--- config.mk ---
export PLATFORM = sky130hd
export DESIGN_NAME = wgt_rf_loader
export DESIGN_NICKNAME = d
export VERILOG_FILES = /design/src/rtl/wgt_loader_pkg.sv /design/src/rtl/wgt_lane_mask.sv /design/src/rtl/wgt_rf_loader.sv
export SDC_FILE = /design/constraint.sdc
export NUM_CORES = 1
export LEC_CHECK = 0
export ABC_CLOCK_PERIOD_IN_PS = 2850
export BUFFER_PORTS_ARGS = -buffer_cell sky130_fd_sc_hd__clkbuf_2
export CORE_AREA = 2 2 123 125
export DETAILED_ROUTE_END_ITERATION = 8
export DIE_AREA = 0 0 125 127
export PLACE_DENSITY_LB_ADDON = 0.08
export SLEW_MARGIN = 20
export SYNTH_ARGS = -nofsm -noshare
export SYNTH_HDL_FRONTEND = slang
export SYNTH_SLANG_ARGS = --single-unit
--- constraint.sdc ---
create_clock -name clk -period 2.85 [get_ports clk]
set_input_delay 0.1425 -clock clk [delete_from_list [all_inputs] [get_ports clk]]
set_output_delay 0.1425 -clock clk [all_outputs]
set_load 0.02 [all_outputs]
--- src/rtl/wgt_loader_pkg.sv ---
// Shared types and defaults for the weight register-file loader.
package wgt_loader_pkg;

  typedef enum logic [1:0] {
    S_IDLE,
    S_LOAD,
    S_DRAIN,
    S_DONE
  } state_t;

  localparam int unsigned DEF_DATA_WIDTH   = 8;
  localparam int unsigned DEF_BUFFER_SIZE  = 27;
  localparam int unsigned DEF_BUFFER_COUNT = 16;
  localparam int unsigned DEF_ADDR_WIDTH   = 16;

  // A requested lane count of 0 or above the lane total means "all lanes".
  function automatic int unsigned clamp_lanes(input logic [4:0] n, input int unsigned count);
    int unsigned nv;
    nv = 32'(n);
    if (nv == 0 || nv > count) return count;
    return nv;
  endfunction

endpackage

--- src/rtl/wgt_lane_mask.sv ---
// Converts an active-lane count into a thermometer mask (lane i active when i < n).
module wgt_lane_mask #(
  parameter int unsigned LANES = 16,
  parameter int unsigned NW    = 5
) (
  input  logic [NW-1:0]    i_n,
  output logic [LANES-1:0] o_mask
);

  always_comb begin
    o_mask = '0;
    for (int unsigned i = 0; i < LANES; i++) begin
      o_mask[i] = (i < 32'(i_n));
    end
  end

endmodule

--- src/rtl/wgt_rf_loader.sv ---
// Streams BUFFER_SIZE weight words from memory into per-lane RF shift registers.
// Optional WGT_LOADER_ZERO_PAD_EN: inactive lanes shift in lockstep carrying zeros.
module wgt_rf_loader
  import wgt_loader_pkg::*;
#(
  parameter int unsigned DATA_WIDTH   = DEF_DATA_WIDTH,
  parameter int unsigned BUFFER_SIZE  = DEF_BUFFER_SIZE,
  parameter int unsigned BUFFER_COUNT = DEF_BUFFER_COUNT,
  parameter int unsigned ADDR_WIDTH   = DEF_ADDR_WIDTH
) (
  input  logic                               clk,
  input  logic                               rst,
  input  logic                               start,
  input  logic [ADDR_WIDTH-1:0]              base_addr,
  input  logic [4:0]                         num_filters,
  input  logic                               hold,
  output logic                               wgt_mem_rd_en,
  output logic [ADDR_WIDTH-1:0]              wgt_mem_addr,
  input  logic [BUFFER_COUNT*DATA_WIDTH-1:0] wgt_mem_data,
  output logic                               select_wgt,
  output logic [BUFFER_COUNT-1:0]            wgt_RF_shift_en,
  output logic [BUFFER_COUNT*DATA_WIDTH-1:0] data_out,
  output logic                               busy,
  output logic                               done
);

  localparam int unsigned CW = $clog2(BUFFER_SIZE + 1);
  localparam int unsigned NW = $clog2(BUFFER_COUNT + 1);

  state_t                  r_state;
  logic [CW-1:0]           r_cnt;
  logic [ADDR_WIDTH-1:0]   r_base;
  logic [NW-1:0]           r_n;
  logic                    r_pend;
  logic                    w_rd;
  logic [BUFFER_COUNT-1:0] w_mask;

  wgt_lane_mask #(
    .LANES (BUFFER_COUNT),
    .NW    (NW)
  ) u_mask (
    .i_n    (r_n),
    .o_mask (w_mask)
  );

  assign w_rd = (r_state == S_LOAD) && !hold;

  // r_pend marks a read whose data arrives next cycle; reset drops it so an
  // in-flight read of an aborted load never shifts.
  always_ff @(posedge clk) begin
    if (rst) begin
      r_state <= S_IDLE;
      r_cnt   <= '0;
      r_base  <= '0;
      r_n     <= '0;
      r_pend  <= 1'b0;
    end else begin
      r_pend <= w_rd;
      case (r_state)
        S_IDLE: begin
          if (start) begin
            r_base  <= base_addr;
            r_n     <= NW'(clamp_lanes(num_filters, BUFFER_COUNT));
            r_cnt   <= '0;
            r_state <= S_LOAD;
          end
        end
        S_LOAD: begin
          if (w_rd) begin
            r_cnt <= r_cnt + CW'(1);
            if (r_cnt == CW'(BUFFER_SIZE - 1)) r_state <= S_DRAIN;
          end
        end
        S_DRAIN: r_state <= S_DONE;
        S_DONE:  r_state <= S_IDLE;
        default: r_state <= S_IDLE;
      endcase
    end
  end

  assign wgt_mem_rd_en = w_rd;
  assign wgt_mem_addr  = (r_state == S_LOAD) ? r_base + ADDR_WIDTH'(r_cnt) : '0;
  assign busy          = (r_state != S_IDLE);
  assign select_wgt    = (r_state != S_IDLE);
  assign done          = (r_state == S_DONE);

  always_comb begin
    data_out = '0;
`ifdef WGT_LOADER_ZERO_PAD_EN
    wgt_RF_shift_en = r_pend ? '1 : '0;
    for (int unsigned i = 0; i < BUFFER_COUNT; i++) begin
      if (r_pend && w_mask[i]) data_out[i*DATA_WIDTH +: DATA_WIDTH] = wgt_mem_data[i*DATA_WIDTH +: DATA_WIDTH];
    end
`else
    wgt_RF_shift_en = r_pend ? w_mask : '0;
    if (r_pend) data_out = wgt_mem_data;
`endif
  end

endmodule

After elaboration in Yosys (flattened, before gate mapping)
Index checks and enable logic that the tools add are counted.
{"block": "classes", "n_addsub": 2, "mul": 0, "n_div": 0, "magnitude_cmp": 17, "n_eq_ne": 7, "n_shift": 0, "muxes": 16, "bitwise": 0, "reduce_logical": 10}
{"op": "128-bit 2-to-1 mux", "n": 1}
{"op": "4-bit by 5-bit less-than comparator with 1-bit output (first input constant)", "n": 8}
{"op": "16-bit 2-to-1 mux", "n": 2}
{"op": "3-bit by 5-bit less-than comparator with 1-bit output (first input constant)", "n": 4}
{"op": "5-bit 2-to-1 mux", "n": 4}
{"op": "16-bit by 5-bit adder with 16-bit output", "n": 1}
{"op": "1-bit by 5-bit less-than comparator with 1-bit output (first input constant)", "n": 2}
{"op": "2-bit by 5-bit less-than comparator with 1-bit output (first input constant)", "n": 2}
{"op": "5-bit case mux with 2 select lines", "n": 1}
{"op": "2-bit case mux with 4 select lines", "n": 1}
{"op": "2-bit 2-to-1 mux", "n": 3}
{"op": "3-bit AND reduction", "n": 2}
{"op": "5-bit by 1-bit adder with 5-bit output (second input constant)", "n": 1}
{"op": "5-bit == test (second input constant)", "n": 1}
{"op": "5-bit greater-than comparator (second input constant)", "n": 1}
{"op": "5-bit logical NOT", "n": 1}
{"op": "2-bit == test (second input constant)", "n": 2}
{"op": "1-bit 2-to-1 mux", "n": 4}
{"op": "2-bit != test (second input constant)", "n": 2}
{"op": "2-bit nonzero test", "n": 2}
{"op": "2-bit by 1-bit == test with 1-bit output (second input constant)", "n": 1}
{"op": "2-bit logical NOT", "n": 1}
{"op": "2-bit by 1-bit != test with 1-bit output (second input constant)", "n": 1}
{"op": "2-bit AND reduction", "n": 1}
{"op": "3 further kinds", "n": 3}
{"block": "totals", "reg_bits": 29, "latchBits": 0, "ramBits": 0, "romBits": 0, "elab_cells": 57, "mem_count": 0}

Longest topological paths before layout
{"block": "depth", "word_depth": 7, "depth_mapped": 7}

Modules after synthesis
From an unflattened synthesis, not the netlist that was laid out.
{"block": "hier_totals", "cells_unflattened": 421, "hier_area_um2": 2915.3}
{"mod": "wgt_rf_loader", "instances": 1, "cells_per_inst": 393, "area_each_um2": 2750.1}
{"mod": "wgt_lane_mask", "instances": 1, "cells_per_inst": 28, "area_each_um2": 165.2}

Least setup slack after synthesis
Ideal clock, no wire load.
{"block": "synth_timing", "path_type": "register to output", "startpoint": "register r_cnt[0]", "endpoint": "output wgt_mem_addr[6]", "t_arrival_ps": 1951, "path_slack_ps": 757, "stages_incl_launch_ff": 8, "n_path_buf": 0, "path_cell_list": "dfxtp_1 > ha_1 > inv_1 > fa_1 > nor2b_1 > o31ai_2 > a21boi_0 > mux2i_1"}
{"block": "synth_via", "elab_chain_cells": 2}
{"item": "start, declared", "line": "wgt_rf_loader.sv:31", "source": "logic [CW-1:0] r_cnt;"}
{"item": "start signal, assigned", "line": "wgt_rf_loader.sv:70", "source": "r_cnt <= r_cnt + CW'(1);"}
{"item": "16-bit by 5-bit adder with 16-bit output", "line": "wgt_rf_loader.sv:82", "source": "assign wgt_mem_addr = (r_state == S_LOAD) ? r_base + ADDR_WIDTH'(r_cnt) : '0;"}
{"item": "16-bit 2-to-1 mux", "line": "wgt_rf_loader.sv:82"}
{"item": "end, declared", "line": "wgt_rf_loader.sv:18", "source": "output logic [ADDR_WIDTH-1:0] wgt_mem_addr,"}
No other way between the ends.

Final worst setup path
{"block": "layout_timing", "startpoint": "register r_cnt[3]", "endpoint": "output wgt_mem_addr[9]"}
The elaborated chain is that of the path after synthesis.

==> results.md <==
## Status
* run status: finished clean

## Floorplanning
* Die H: 127 µm
* # rows: 44
* full die area: 15900 µm²
* number of top-level pins: 317
* core box area: 14400 µm²
* starting density of the core: 0.197
* horizontal extent of the die: 125 µm

## Global routing
* number of antenna violations at the first check in global routing: 15
* vias in the first global route: 3746
* gr usage total: 0.195
* Overflow after GRT: 0
* wire length of the first global-routing pass: 23700 µm
* maximum number of pins on one net before global-route repair: 88

## Power
* internal power summed over all cells: 1.27 mW
* fraction of power spent switching nets: 0.478
* net load switching power: 1.17 mW
* clock share of power: 0.207
* leakage power of the design: 2.54 nW
* Final Power: 2.44 mW
* total power density per cell area: 517 nW/µm²
* Reg power frac: 0.252
* Max IR drop VDD: 0.000263 V
* combinational power share: 0.542

## Finish
* final layout net count: 871
* fraction of layout cells with a size suffix above 1: 0.474
* non-filler instance count after layout: 897
* area added between synthesis and finish: 66.3%
* fin area: 4720 µm²

## Timing
* total negative setup slack: 0 ns
* total setup violations reported at the end of the flow: 0
* worst slew pin tran: 0.632 ns
* pins over their slew limit: 0
* Max Clock Freq: 0.390 GHz
* final hold violations: 0
* remaining max-slew budget at the tightest pin: 0.579
* Period Utilization, post-route: 0.899
* post-layout minimum cycle time: 2.56 ns
* Fin Clk Skew: 0.00479 ns
* RSZ-0062 raised after global routing: false

## Clocking
* count of cells resized by post-cts repair: 0
* clock transition at the registers of the reported paths: 0.05 ns
* hold-fix buffers at CTS: 0
* worst-case clock buffer depth: 2
* number of buffers inserted during clock tree synthesis: 5
* Post CTS Setup Buffer Count: 0
* clock root buffer: sky130_fd_sc_hd__clkbuf_16
* clock latency reported for the late side of the worst-skew pair: 0.27 ns
* maximum level of the CTS H-tree: 2
* number of sinks handled by clock tree synthesis: 29
* CTS tree: done

## Route
* Post-route DRC: 0
* DR iter-0 viols: 174
* post-detailed-route via-to-cell ratio: 4.34
* count of antenna-violating nets left after detailed routing: 0
* detailed-routing iteration count for the pre-antenna-repair pass: 4
* Post-Route WL: 16600 µm
* number of vias in the routed layout: 3897
* average wire per cell in the routed design: 18.5 µm

## Placed design
* half-perimeter wire length after placement: 14700 µm
* number of buffer cells added on primary ports: 316
* placed instance area: 4550 µm²
* count of placed standard cells including taps: 881
* routability congestion estimate: 0.911

## Logic synthesis
* #FFs+latches synth: 29
* sequential share of the synthesized area: 0.205
* post-synthesis cell area: 2840 µm²
* Mean Syn Cell Area: 6.95 µm²
* main area contributors after synthesis: sky130_fd_sc_hd__and2_1 (29%), sky130_fd_sc_hd__dfxtp_1 (20%), sky130_fd_sc_hd__nand2_1 (7.0%)
* Top FF cell, synth: sky130_fd_sc_hd__dfxtp_1
* fraction of post-synthesis cell area in the top cell type by area: 0.293
* cell taking the most area after synthesis: sky130_fd_sc_hd__and2_1
* gate count after technology mapping: 408
* Synth async-reset ratio: 0
* count of cell types in the netlist: 42
* number of enable flip-flop cells after synthesis: 0
* number of warnings printed during yosys synthesis: 0
* net count after synthesis: 575

## Worst hold path
* path class of the lowest-slack min-delay path: primary input to flop

## Critical path
* CP Class: flop to output pin
* capturing element type of the critical path: output pin
* slowest cell delay on critical path: 0.64 ns
* Setup crit start kind: flop
* data arrival time of the critical path: 2.42 ns
* CP cell instances: ha_1 > and3_2 > a2111oi_4 > o21ai_0 > a21oi_1 > clkbuf_2
* endpoint required time on the critical path: 2.71 ns
* crit path max-delay cell type: sky130_fd_sc_hd__a2111oi_4
* largest driver fanout on the critical path: 11

## Job
* MaxCap Viol Count: 0

[final timing paths]
check / startpoint / end / slack, ns / cells after the start
max: r_cnt[3]$_SDFFE_PP0P_ / wgt_mem_addr[9] / 0.29 / 6
min: base_addr[6] / r_base[6]$_SDFFE_PP0P_ / 0.09 / 3
max reg2reg: r_state[1]$_SDFFE_PP0P_ / r_state[1]$_SDFFE_PP0P_ / 1.02 / 6
min reg2reg: r_base[4]$_SDFFE_PP0P_ / r_base[4]$_SDFFE_PP0P_ / 0.46 / 2
[state kept, by name (all words and copies together), names as in the netlist]
name / count
r_n: 5
r_state: 2
r_pend: 1
r_cnt: 5
r_base: 16
[placed cells by master (no fill, tap or decap), drive strengths merged, types with 2 or more instances in the layout]
cell type | Yosys | routed
a21boi | 5 | 5
and2 | 134 | 134
clkinv | 0 | 2
nor2b | 7 | 7
nand2 | 53 | 53
xor2 | 5 | 5
nand4 | 4 | 4
dfxtp | 29 | 29
o21a | 5 | 5
mux2i | 5 | 5
or3 | 3 | 3
a21oi | 34 | 34
a211oi | 2 | 2
nand2b | 6 | 6
nor3 | 4 | 4
ha | 13 | 13
clkbuf | 29 | 321
nand3 | 4 | 4
o21ai | 9 | 9
or4 | 3 | 3
nand3b | 4 | 4
diode | 0 | 8
buf | 2 | 4
o31ai | 4 | 4
nor2 | 15 | 15
inv | 11 | 11
and3 | 4 | 4
a21o | 2 | 2
[power groups by stage]
stage	Combinational, mW	Clock [mW]	Sequential [mW]
after floorplan	0.894	0	0.542
after global placement	1.33	0	0.620
after detailed placement	1.34	0	0.624
after CTS	1.34	0.520	0.615
after global routing	1.46	0.537	0.638
final	1.32	0.505	0.614
[Yosys cell counts, drive strengths merged (2+ instances only)]
| cell | number |
|---|---|
| a211oi | 2 |
| a21boi | 5 |
| a21o | 2 |
| a21oi | 34 |
| and2 | 134 |
| and3 | 4 |
| buf | 2 |
| clkbuf | 29 |
| dfxtp | 29 |
| ha | 13 |
| inv | 11 |
| mux2i | 5 |
| nand2 | 53 |
| nand2b | 6 |
| nand3 | 4 |
| nand3b | 4 |
| nand4 | 4 |
| nor2 | 15 |
| nor2b | 7 |
| nor3 | 4 |
| o21a | 5 |
| o21ai | 9 |
| o31ai | 4 |
| or3 | 3 |
| or4 | 3 |
| xor2 | 5 |
[metrics by stage]
stage / utilization / hold WS (ns) / worst slack, ns
CTS: 0.326 / 0.0849 / 0.270
finish: 0.327 / 0.0895 / 0.288
floorplan: - / 0.219 / 0.757
global placement: 0.316 / 0.372 / 0.633
global route: 0.326 / 0.107 / 0.117
detailed placement: 0.316 / 0.378 / 0.577
[final cells by class]
cell class	count	area, µm²
fill	1629	9710
multi-input combinational	337	2090
timing repair buffer	320	1610
sequential	29	584
tap	184	230
clock buffer	5	125
inverter	11	41.3
antenna	8	20.0
clock inverter	3	17.5
[layer usage]
| layer | global-route usage | wire, µm |
|---|---|---|
| met1 | 0.250 | 7040 |
| met2 | 0.290 | 7150 |
| met3 | 0.113 | 2190 |
| met4 | 0.0340 | 117 |
| met5 | 0 | 105 |
[cell families after synthesis]
logic type                 count (synthesis)  share of synthesized area
and+or+nand+nor                          243                      0.478
AOI/OAI and AO/OA                         69                      0.157
buffers and inverters                     42                     0.0595
DFF                                       29                      0.205
adders and majority gates                 14                     0.0644
muxes                                      6                     0.0216
xor gates and xnor gates                   5                     0.0154
[critical path, delay by kind of cell (launching register included)]
kind,cells,cell delay [ns]
buffers and inverters,1,0.19
AOI/OAI and AO/OA,3,0.99
DFF,1,0.34
adders and majority gates,1,0.37
and+or+nand+nor,1,0.25
Power figures use the tool's default switching activity.
